**src/rtl/tri_ingress_fifo.sv**
```systemverilog
// ---------------------------------------------------------------------------
// tri_ingress_fifo
//   Triangle ingress buffer at the head of the rasterizer. It accepts
//   triangles and colors from the source (R10) and throttles the source with
//   halt_RnnnnL. Up to DEPTH triangles are stored and presented in order, in
//   show-ahead form, to the bounding-box stage (R11).
//
// Ports
//   clk               : single clock, rising edge
//   rst               : synchronous active-high reset
//   tri_R10S          : incoming vertices [VERTS][AXIS], SIGFIG-bit signed
//   color_R10U        : incoming color [COLORS], SIGFIG-bit unsigned
//   validTri_R10H     : incoming triangle valid
//   halt_RnnnnL       : to source, 1 = a free slot exists (registered)
//   tri_R11S          : head-entry vertices (show-ahead)
//   color_R11U        : head-entry color (show-ahead)
//   validTri_R11H     : head entry valid
//   bbox_halt_RnnnnL  : from bbox, 1 = bbox accepts this cycle
//   occupancy_RnnnnU  : current entry count
//   tri_count_RnnnnU  : triangles accepted since reset, wraps mod 2^32
// ---------------------------------------------------------------------------
module tri_ingress_fifo #(
    parameter int SIGFIG = 24,
    parameter int RADIX  = 10,
    parameter int VERTS  = 3,
    parameter int AXIS   = 3,
    parameter int COLORS = 3,
    parameter int DEPTH  = 4
) (
    input  logic                          clk,
    input  logic                          rst,
    input  logic signed [SIGFIG-1:0]      tri_R10S [VERTS][AXIS],
    input  logic        [SIGFIG-1:0]      color_R10U [COLORS],
    input  logic                          validTri_R10H,
    output logic                          halt_RnnnnL,
    output logic signed [SIGFIG-1:0]      tri_R11S [VERTS][AXIS],
    output logic        [SIGFIG-1:0]      color_R11U [COLORS],
    output logic                          validTri_R11H,
    input  logic                          bbox_halt_RnnnnL,
    output logic [$clog2(DEPTH):0]        occupancy_RnnnnU,
    output logic [31:0]                   tri_count_RnnnnU
);

    localparam int PW = $clog2(DEPTH);
    localparam int CW = PW + 1;
    localparam logic [CW-1:0] DEPTH_C   = CW'(DEPTH);
    localparam logic [CW-1:0] CNT_ONE_C = CW'(1);
    localparam logic [PW-1:0] PTR_ONE_C = PW'(1);

    // RADIX only describes the fixed-point format; it must leave an integer part.
    if (DEPTH < 2 || (DEPTH & (DEPTH - 1)) != 0 || RADIX >= SIGFIG) begin : g_param_check
        $fatal(1, "tri_ingress_fifo: illegal parameter set");
    end

    logic signed [SIGFIG-1:0] mem_tri_q   [DEPTH][VERTS][AXIS];
    logic        [SIGFIG-1:0] mem_color_q [DEPTH][COLORS];

    logic [PW-1:0] wr_ptr_q, wr_ptr_d;
    logic [PW-1:0] rd_ptr_q, rd_ptr_d;
    logic [CW-1:0] count_q, count_d;
    logic          halt_q, halt_d;
    logic [31:0]   tri_count_q, tri_count_d;
    logic          push_s;
    logic          pop_s;

    // Handshake decode and next-state for pointers, count, halt and accept counter.
    always_comb begin
        // halt_q high guarantees room at this edge even without a pop.
        push_s      = validTri_R10H & halt_q;
        pop_s       = (count_q != '0) & bbox_halt_RnnnnL;
        wr_ptr_d    = wr_ptr_q;
        rd_ptr_d    = rd_ptr_q;
        tri_count_d = tri_count_q;
        if (push_s) begin
            wr_ptr_d    = wr_ptr_q + PTR_ONE_C;
            tri_count_d = tri_count_q + 32'd1;
        end else begin
            wr_ptr_d    = wr_ptr_q;
            tri_count_d = tri_count_q;
        end
        if (pop_s) begin
            rd_ptr_d = rd_ptr_q + PTR_ONE_C;
        end else begin
            rd_ptr_d = rd_ptr_q;
        end
        case ({push_s, pop_s})
            2'b10:   count_d = count_q + CNT_ONE_C;
            2'b01:   count_d = count_q - CNT_ONE_C;
            default: count_d = count_q;
        endcase
        // Looking at the post-edge count lets the source push next cycle unconditionally.
        halt_d = (count_d < DEPTH_C);
    end

    // Control state registers with synchronous reset.
    always_ff @(posedge clk) begin
        if (rst) begin
            wr_ptr_q    <= '0;
            rd_ptr_q    <= '0;
            count_q     <= '0;
            halt_q      <= 1'b0;
            tri_count_q <= 32'd0;
        end else begin
            wr_ptr_q    <= wr_ptr_d;
            rd_ptr_q    <= rd_ptr_d;
            count_q     <= count_d;
            halt_q      <= halt_d;
            tri_count_q <= tri_count_d;
        end
    end

    // Entry storage; contents are deliberately not reset.
    always_ff @(posedge clk) begin
        if (push_s && !rst) begin
            for (int v = 0; v < VERTS; v++) begin
                for (int a = 0; a < AXIS; a++) begin
                    mem_tri_q[wr_ptr_q][v][a] <= tri_R10S[v][a];
                end
            end
            for (int c = 0; c < COLORS; c++) begin
                mem_color_q[wr_ptr_q][c] <= color_R10U[c];
            end
        end
    end

    // Show-ahead read of the head entry.
    always_comb begin
        for (int v = 0; v < VERTS; v++) begin
            for (int a = 0; a < AXIS; a++) begin
                tri_R11S[v][a] = mem_tri_q[rd_ptr_q][v][a];
            end
        end
        for (int c = 0; c < COLORS; c++) begin
            color_R11U[c] = mem_color_q[rd_ptr_q][c];
        end
    end

    assign halt_RnnnnL      = halt_q;
    assign validTri_R11H    = (count_q != '0);
    assign occupancy_RnnnnU = count_q;
    assign tri_count_RnnnnU = tri_count_q;

endmodule

```
**config.mk**
```make
export PLATFORM = sky130hd
export DESIGN_NAME = tri_ingress_fifo
export DESIGN_NICKNAME = d
export VERILOG_FILES = /design/src/rtl/tri_ingress_fifo.sv
export SDC_FILE = /design/constraint.sdc
export NUM_CORES = 1
export LEC_CHECK = 0
export CAP_MARGIN = 0
export CORE_ASPECT_RATIO = 0.9
export CORE_MARGIN = 3
export CORE_UTILIZATION = 40
export DETAILED_ROUTE_END_ITERATION = 10
export GPL_TIMING_DRIVEN = 0
export PLACE_DENSITY = 0.6
export SLEW_MARGIN = 30
export SYNTH_ARGS = -nofsm -noshare
export SYNTH_HDL_FRONTEND = slang
export SYNTH_SLANG_ARGS = --single-unit
```
**constraint.sdc**
```tcl
create_clock -name clk -period 30.8 [get_ports clk]
set_input_delay 6.16 -clock clk [delete_from_list [all_inputs] [get_ports clk]]
set_output_delay 6.16 -clock clk [all_outputs]
set_load 0.02 [all_outputs]
```
==> results.cfg <==
[outcome]
outcome = complete, no violations

[cells_and_area]
stdcell_count = 4208
multi_input_area_um2 = 7587
fin_util_pct = 53.19
seq_area_um2 = 35430
final_layout_size_suffix_gt1_share_pct = 25.45
fill_cells = 8278
area_growth_pct = 30.75
nNetsFinal = 2954

[power_and_ir_drop]
p_leak_uw = 0.01810
power_uw = 4101
powerDensity_nw_per_um2 = 72.33
ir_drop_mv = 0.06588

[clocking]
root_buffer = clkbuf_16
cts_tree = built
h-tree-depth = 3
cts_resized = 0
clock_sinks = 1194
clock_latency_ns = 0.71
postCtsSetupBuffers = 0
cts_buffers = 117
clk_pin_slew_ns = 0.06
cts_hold_buf = 0
cts_buffer_depth = 3

[global_route]
track_usage_pct = 17.99
gr-total-overflow = 0
grtUsageMet1_pct = 21.30
use_met3_pct = 6.574
grt_pass1_vias = 22960
gr-usage-met2_pct = 30.71
grt_antenna_before_repair = 34
top_usage_layer = met2
grt_pass1_wl_mm = 150.8
grt_max_degree = 16

[yosys]
synth_area_leader_cell = edfxtp_1
netlist.area_leader.share_pct = 79.77
synth_warnings = 0
synth-seq-cells = 1194
avgSynthCellArea_um2 = 25.18
synthesis.nets = 2021
synth_area_um2 = 43370
ys_top_cells_by_area = edfxtp_1, mux4_2, dfxtp_1
synth_cell_types = 34
syn_inst = 1722
seq_area_frac_synth_pct = 81.71

[sta]
setup_viol = 0
grt_setup_unrepaired = false
finalClockSkew_ns = 0.02796
hold_slack_ns = 0.5028
fmax_mhz = 102.4
hold_viol_final = 0
min_period_over_period_pct = 31.69
slew_violations = 0
post-route-min-period_ns = 9.762
maxSlewHeadroom_pct = 42.24
setup_tns_ns = 0
tightest_slew_ns = 0.8664

[route]
firstDrtPassIters = 5
avgRoutedWirePerCell_um = 24.06
routed_via_density = 5.083
drc = 0
routed_wl_mm = 101.3
ant_nets = 0
drtIter0Drc = 1335
num_vias = 21390

[die]
die_area_um2 = 112400
fp.dieW_um = 353.1
io_pins = 617
die_h_um = 318.4
num_rows = 113
core_area_um2 = 106600
start_util_pct = 40.68

[placement]
gp_congestion = 0.7651
place_inst = 3973
place_hpwl_mm = 74.62
port_buffers = 615

[critical_path]
worst_ep_required_time_ns = 24.64
r2r-start = halt_RnnnnL
crit_type = reg2out
worstReg2RegEnd = mem_tri_q[1][37]
worst_r2r_path_depth = 13
cp-start-kind = register
crit_fanout = 10
worstSetupEndpointType = primary output
critPathArrivalTime_ns = 3.60
r2r_setup_slack_ns = 26.90

[run]
maxCapViolations = 0

[worst_hold_path]
holdPathStages = 2
hold_class = reg2reg
min_from = tri_count_RnnnnU[27]
whs_endpoint = tri_count_RnnnnU[27]
==> cells in the mapped netlist <==
cell	count
buf_1	16
a21oi_1	22
nand3_4	1
nand2_1	14
mux2i_1	1
buf_2	34
xnor2_1	3
edfxtp_1	1152
or4_1	14
inv_1	6
nor2_1	19
xor2_1	13
and2_1	2
and4_2	1
mux4_2	288
nor3b_1	4
buf_6	2
nand3_1	9
nor2b_1	2
mux2_2	1
fa_1	1
and3_1	2
buf_4	1
nand4_1	7
o21ai_0	6
o31ai_1	14
ha_1	6
o31a_1	1
or3_1	7
clkbuf_1	22
dfxtp_1	42
nand4_4	3
and4_1	5
nor4_1	1
==> power breakdown <==
| part | total, µW | switching, µW | internal (µW) |
|---|---|---|---|
| Combinational | 884 | 447 | 437 |
| Sequential | 1850 | 15.0 | 1840 |
| Clock | 1360 | 587 | 776 |
==> worst max-delay path by stage <==
| stage | startpoint | slack, ns | to | cells past startpoint |
|---|---|---|---|---|
| finish | register | 21.04 | tri_R11S[205] | 5 |
| global route | register | 20.73 | tri_R11S[30] | 5 |
| CTS | register | 20.85 | tri_R11S[205] | 5 |
| detailed placement | validTri_R10H | 20.55 | mem_tri_q[1][37] | 14 |
| global placement | validTri_R10H | -16.19 | mem_tri_q[2][37] | 3 |
| floorplan | rst | 2.06 | mem_color_q[2][0] | 3 |
==> cells in the final DEF, fill, tap and decap left out, drive strengths merged, types with 19 or more instances in the layout <==
master,n
clkdlybuf4s50,615
a21oi,22
buf,252
clkinv,58
clkbuf,161
nor2,19
edfxtp,1152
diode,21
mux4,288
dfxtp,42
==> final cells by class <==
| class | count | share of cell area [%] |
|---|---|---|
| flip-flops and latches | 1194 | 62.49 |
| well taps | 1437 | 3.171 |
| clock buffers | 139 | 5.422 |
| inverters | 6 | 0.03972 |
| diodes | 21 | 0.09268 |
| clock inverters | 75 | 1.046 |
| repair buffers | 814 | 13.74 |
| plain buffers | 75 | 0.6135 |
| multi-input cells | 447 | 13.38 |
==> through the flow <==
stage               worst slack, ns  instance area [µm²]
CTS                           20.85                56650
global placement             -16.19                51320
global route                  20.73                56680
finish                        21.04                56700
detailed placement            20.55                52980
floorplan                     2.064                43370
==> sequential cells by signal, indices dropped and copies added, names as in the netlist, named ones only <==
signal,flops
mem_tri_q,864
mem_color_q,288
tri_count_RnnnnU,32
occupancy_RnnnnU,2
rd_ptr_q,2
wr_ptr_q,2
halt_RnnnnL,1
==> critical path, stage by stage (launching register included) <==
cell and delay, ns:
dfxtp_1 0.30, buf_2 0.32, buf_1 0.68, buf_1 0.59, mux4_2 0.40, clkdlybuf4s50_1 0.60
==> layer usage <==
layer,wire length (µm),part of all wire [%]
met1,37960,37
met2,52290,52
met3,8314,8.2
met4,2552,2.5
met5,135,0.13
==> kinds of logic (layout without fill, tap and decap cells) <==
group	after synthesis	after routing	synth area share (%)
mux	290	290	15.01
fa+ha+maj	7	7	0.2193
flops	1194	1194	81.71
simple gates	91	91	1.316
compound gates	43	43	0.5857
buf+inv	81	1109	0.8425
other cells	0	21	0
xor+xnor	16	16	0.3232
No activity file was read; power rests on OpenSTA's default activity.
